[config.mk]
export PLATFORM = sky130hd
export DESIGN_NAME = symbol_deserializer
export DESIGN_NICKNAME = d
export VERILOG_FILES = /design/src/rtl/text_link_pkg.sv /design/src/rtl/sym_fifo.sv /design/src/rtl/symbol_deserializer.sv
export SDC_FILE = /design/constraint.sdc
export NUM_CORES = 1
export LEC_CHECK = 0
export CORE_MARGIN = 4
export CORE_UTILIZATION = 40
export CTS_BUF_LIST = sky130_fd_sc_hd__clkbuf_16
export DETAILED_ROUTE_END_ITERATION = 8
export DONT_BUFFER_PORTS = 1
export GPL_TIMING_DRIVEN = 0
export RECOVER_POWER = 100
export SKIP_CTS_REPAIR_TIMING = 1
export SLEW_MARGIN = 20
export SYNTH_ARGS = -nofsm -noshare
export SYNTH_HDL_FRONTEND = slang
export SYNTH_HIERARCHICAL = 1
export SYNTH_SLANG_ARGS = --single-unit
[constraint.sdc]
create_clock -name clk -period 2.75 [get_ports clk]
set_clock_uncertainty 0.15 [all_clocks]
set_input_delay 0.275 -clock clk [delete_from_list [all_inputs] [get_ports clk]]
set_output_delay 0.275 -clock clk [all_outputs]
set_load 0.02 [all_outputs]
[src/rtl/text_link_pkg.sv]
// Shared definitions for the text-link receive path: symbol width, receiver states
// and the parity helper used by the deserializer.
package text_link_pkg;

  localparam int SYM_W = 7;

  typedef enum logic [2:0] {
    IDLE      = 3'd0,
    START     = 3'd1,
    DATA      = 3'd2,
    PARITY    = 3'd3,
    STOP      = 3'd4,
    WAIT_HIGH = 3'd5
  } rx_state_t;

  localparam logic PARITY_EVEN = 1'b1;

  // Parity bit that makes d plus the bit an even number of ones.
  function automatic logic even_par(input logic [SYM_W-1:0] d);
    return ^d;
  endfunction

endpackage

[src/rtl/sym_fifo.sv]
// Show-ahead symbol FIFO. The level is held explicitly (0..DEPTH) and a push
// while full is accepted only when a pop happens on the same edge.
module sym_fifo
  import text_link_pkg::*;
#(
  parameter int DEPTH = 4,
  parameter int W     = SYM_W
) (
  input  logic                     clk,
  input  logic                     rst,
  input  logic                     push,
  input  logic [W-1:0]             din,
  input  logic                     pop,
  output logic [W-1:0]             dout,
  output logic [$clog2(DEPTH):0]   level,
  output logic                     full,
  output logic                     empty,
  output logic                     push_rej
);

  localparam int AW = $clog2(DEPTH);

  logic [W-1:0]  mem_q [DEPTH];
  logic [AW-1:0] wr_q, rd_q;
  logic [AW:0]   level_q;
  logic          pop_eff, push_ok;

  assign empty    = (level_q == '0);
  assign full     = (level_q == (AW+1)'(DEPTH));
  assign pop_eff  = pop && !empty;
  assign push_ok  = push && (!full || pop_eff);
  assign push_rej = push && !push_ok;
  assign level    = level_q;
  assign dout     = empty ? '0 : mem_q[rd_q];

  always_ff @(posedge clk) begin
    if (push_ok) mem_q[wr_q] <= din;
  end

  always_ff @(posedge clk or posedge rst) begin
    if (rst) begin
      wr_q    <= '0;
      rd_q    <= '0;
      level_q <= '0;
    end else begin
      if (push_ok) wr_q <= wr_q + AW'(1);
      if (pop_eff) rd_q <= rd_q + AW'(1);
      case ({push_ok, pop_eff})
        2'b10:   level_q <= level_q + (AW+1)'(1);
        2'b01:   level_q <= level_q - (AW+1)'(1);
        default: level_q <= level_q;
      endcase
    end
  end

endmodule

[src/rtl/symbol_deserializer.sv]
// Serial receive front-end: synchronizes rx_bit, recovers start/7 data/parity/stop
// frames at mid-bit, flags parity and framing errors, and buffers good codes.
module symbol_deserializer
  import text_link_pkg::*;
#(
  parameter int CLKS_PER_BIT = 16,
  parameter int FIFO_DEPTH   = 4
) (
  input  logic                          clk,
  input  logic                          rst,
  input  logic                          rx_bit,
  output logic [SYM_W-1:0]              out_code,
  output logic                          out_valid,
  input  logic                          out_ready,
  output logic [$clog2(FIFO_DEPTH):0]   fifo_level,
  output logic                          parity_err,
  output logic                          frame_err,
  output logic                          overflow
);

  localparam int            CW        = $clog2(CLKS_PER_BIT);
  localparam logic [CW-1:0] HALF_LAST = CW'(CLKS_PER_BIT/2 - 1);
  localparam logic [CW-1:0] FULL_LAST = CW'(CLKS_PER_BIT - 1);

  rx_state_t        state_q, state_d;
  logic             rx_m_q, rx_s_q;
  logic [CW-1:0]    cnt_q, cnt_d;
  logic [SYM_W-1:0] shift_q, shift_d;
  logic [2:0]       bit_q, bit_d;
  logic             par_ok_q, par_ok_d;
  logic             pe_q, pe_d, fe_q, fe_d, ov_q;
  logic             push, push_rej, fifo_full, fifo_empty;

  always_comb begin
    state_d  = state_q;
    cnt_d    = cnt_q + CW'(1);
    shift_d  = shift_q;
    bit_d    = bit_q;
    par_ok_d = par_ok_q;
    push     = 1'b0;
    pe_d     = 1'b0;
    fe_d     = 1'b0;
    case (state_q)
      IDLE: begin
        cnt_d = '0;
        if (!rx_s_q) state_d = START;
      end
      START: begin
        // After the half-bit wait, counting a full bit lands on each bit centre.
        if (cnt_q == HALF_LAST) begin
          cnt_d = '0;
          bit_d = '0;
          state_d = rx_s_q ? IDLE : DATA;
        end
      end
      DATA: begin
        if (cnt_q == FULL_LAST) begin
          cnt_d   = '0;
          shift_d = {rx_s_q, shift_q[SYM_W-1:1]};
          bit_d   = bit_q + 3'd1;
          if (bit_q == 3'd6) state_d = PARITY;
        end
      end
      PARITY: begin
        if (cnt_q == FULL_LAST) begin
          cnt_d    = '0;
          par_ok_d = ((even_par(shift_q) ^ rx_s_q) == 1'b0) ? PARITY_EVEN : ~PARITY_EVEN;
          state_d  = STOP;
        end
      end
      STOP: begin
        if (cnt_q == FULL_LAST) begin
          cnt_d = '0;
          if (!rx_s_q) begin
            fe_d    = 1'b1;
            pe_d    = (par_ok_q != PARITY_EVEN);
            state_d = WAIT_HIGH;
          end else if (par_ok_q != PARITY_EVEN) begin
            pe_d    = 1'b1;
            state_d = IDLE;
          end else begin
            push    = 1'b1;
            state_d = IDLE;
          end
        end
      end
      WAIT_HIGH: begin
        cnt_d = '0;
        if (rx_s_q) state_d = IDLE;
      end
      default: begin
        cnt_d   = '0;
        state_d = IDLE;
      end
    endcase
  end

  always_ff @(posedge clk or posedge rst) begin
    if (rst) begin
      rx_m_q   <= 1'b1;
      rx_s_q   <= 1'b1;
      state_q  <= IDLE;
      cnt_q    <= '0;
      shift_q  <= '0;
      bit_q    <= '0;
      par_ok_q <= PARITY_EVEN;
      pe_q     <= 1'b0;
      fe_q     <= 1'b0;
      ov_q     <= 1'b0;
    end else begin
      rx_m_q   <= rx_bit;
      rx_s_q   <= rx_m_q;
      state_q  <= state_d;
      cnt_q    <= cnt_d;
      shift_q  <= shift_d;
      bit_q    <= bit_d;
      par_ok_q <= par_ok_d;
      pe_q     <= pe_d;
      fe_q     <= fe_d;
      ov_q     <= push_rej;
    end
  end

  sym_fifo #(.DEPTH(FIFO_DEPTH), .W(SYM_W)) u_fifo (
    .clk      (clk),
    .rst      (rst),
    .push     (push),
    .din      (shift_q),
    .pop      (out_ready),
    .dout     (out_code),
    .level    (fifo_level),
    .full     (fifo_full),
    .empty    (fifo_empty),
    .push_rej (push_rej)
  );

  assign out_valid  = !fifo_empty;
  assign parity_err = pe_q;
  assign frame_err  = fe_q;
  assign overflow   = ov_q;

endmodule
==> flow_summary_export.csv <==
group,metric,value,unit
cts,cts_buffer_depth,2,
power,powerDensity,931,nW/um^2
final_layout,utilization,47.1,%
setup_path,timing.setup.critical_path_class,"reg2reg",
final_layout,area_growth,13.4,%
die,pin_count,18,
grt,antenna_found_initial,0,
sta,clock.fmax,0.397,GHz
setup_path,r2r_setup_slack,0.23,ns
sta,fin_tns_setup,0,ns
placed_design,gp_congestion,0.773,
sta,hold_violations,0,
synthesis,syn-num-nets,200,
sta,drv_slew,0,
die,die_w,89.7,microns
cts,cts_max_level,3,
die,core_region_area,6420,sq um
placed_design,placed_area,2760,sq um
sta,period_share,91.6,%
setup_path,slowest_stage,"dfrtp_1",
sta,rsz0062_at_grt,"no",
synthesis,syn_inst,187,
drt,drt_pass1_iterations,4,
sta,setup_ws,0.232,ns
cts,clk_pin_slew,0.05,ns
sta,worst_pin_slew,0.885,ns
synthesis,yosys_warnings,6,
power,power_leakage,1.17,nW
setup_path,crit_fanout,10,
drt,post_drt_via_cell_ratio,5.01,
grt,grt_pass1_vias,1435,
die,rows,29,
grt,grt-ovfl-total,0,
grt,grt_usage,12.2,%
grt,grt_pass1_wl,7.13,mm
final_layout,diodes,0,
drt,ant_nets,0,
setup_path,reg2reg_depth,9,
drt,drcViolationCount,0,
cts,cts_sinks,58,
final_layout,final_cells,283,
setup_path,cp_common_cell,"xor2_1",
cts,cts_buffers,9,
hold_path,worstHoldPathType,"in2reg",
sta,slew_headroom,41.0,%
drt,num_vias,1417,
cts,tritoncts,"built",
hold_path,min_path_cells,2,
final_layout,final_area,3030,sq um
run_status,status,"finished clean",
die,start_util,41.5,%
setup_path,arrival,2.61,ns
setup_path,cp-end-kind,"flip-flop",
final_layout,fillers,575,
placed_design,dp.cells,264,
final_layout,drive_gt1_share,20.4,%
grt,grt_max_degree,24,
drt,routed_wl,4.25,mm
sta,hold_ws,0.0646,ns
setup_path,crit_path_max_incr_delay,0.54,ns
sta,fin_crit,2.52,ns
drt,wl_per_cell,15.0,microns
cts,clk_latency,0.32,ns
placed_design,pre_cts_ws,0.112,ns
setup_path,startpoint_type,"flip-flop",
die,fp.dieArea,8040,sq um
placed_design,dp.final_hpwl,2.78,mm
synthesis,synth_area_per_cell,14.3,sq um
placed_design,io_buffers,0,
final_layout,nets,214,
cts,ctsRootBufferMaster,"clkbuf_16",
drt,drt_iter0_markers,66,
setup_path,cp_cell_sequence,"or3_1, clkbuf_1, and2_0, ha_1, inv_1, fa_1, xor2_1, nor2_1, xor2_1",
hold_path,worstHoldStart,"out_ready",
setup_path,rr_endpoint,"u_fifo/level[2]",
die,die_y,89.7,microns
power,peakVddDrop,646,uV
power,report.power.total,2.82,mW
flow_run,cap_viol_max_count,0,
hold_path,hold_path_end,"u_fifo/wr_q[0]",
sta,setup_viol,0,
setup_path,r2r_start,"u_fifo/level[0]",
setup_path,worst_ep_required_time,2.84,ns
synthesis,netlist_area,2670,sq um
==> critical path, delay by kind of cell, from the launching register on <==
kind,cells,cell delay (ns)
fa+ha+maj,2,0.57
flops,1,0.54
simple gates,3,0.52
buf+inv,2,0.36
xor+xnor,2,0.31
==> where the power goes <==
part	internal [mW]	switching (mW)	total, mW	leakage [nW]
Combinational	0.301	0.397	0.698	0.421
Clock	0.603	0.376	0.980	0.129
Sequential	1.02	0.118	1.14	0.620
==> metal layers <==
| layer | up-vias | share of wire (%) | track usage (%) |
|---|---|---|---|
| met4 | 0 | 2.1 | 6.09 |
| met2 | 17 | 50 | 19.7 |
| met5 | - | 0 | 0 |
| met1 | 695 | 45 | 14.6 |
| met3 | 10 | 3.0 | 3.83 |
| li1 | 695 | - | - |
==> cell usage in the layout (no fill, tap or decap), drive strengths merged, types with 3 or more instances in the layout <==
cell         instances
xor2                 4
dfrtp               27
clkbuf              14
nand3                7
ha                   8
nor2                 8
and2                13
xnor2               11
mux2                 9
inv                 12
buf                  3
and3                 3
dfstp                3
o21ai                6
dlygate4sd3          3
mux4                 7
clkinv               5
edfxtp              28
o21a                 3
nand2                8
==> final cells by class <==
class	count	area, sq um	share of cell area [%]
Sequential cell	58	1600	52.7
Timing Repair Buffer	3	30.0	0.993
Buffer	8	40.0	1.32
Multi-Input combinational cell	109	947	31.3
Tap cell	77	96.3	3.18
Clock buffer	9	225	7.44
Clock inverter	7	46.3	1.53
Inverter	12	45.0	1.49
==> sequential cells by signal, indices dropped and copies added, names as in the netlist <==
register,cells
cnt_q,4
par_ok_q,1
u_fifo/level,3
state_q,3
bit_q,3
overflow,1
rx_s_q,1
rx_m_q,1
u_fifo/rd_q,2
shift_q,7
parity_err,1
u_fifo/mem_q,28
frame_err,1
u_fifo/wr_q,2
==> worst max-delay path by stage <==
stage                               start               to  slack, ns  cells past startpoint
after floorplan                  cnt_q[0]  u_fifo/level[2]       0.37                     13
after global placement           cnt_q[0]  u_fifo/level[2]       0.12                     13
after detailed placement         cnt_q[0]  u_fifo/level[2]       0.11                     13
after CTS                        cnt_q[0]  u_fifo/level[2]       0.09                     13
after global routing             cnt_q[0]  u_fifo/level[2]       0.03                     13
final                     u_fifo/level[0]  u_fifo/level[2]       0.23                      9
No activity file was read; power rests on OpenSTA's default activity.
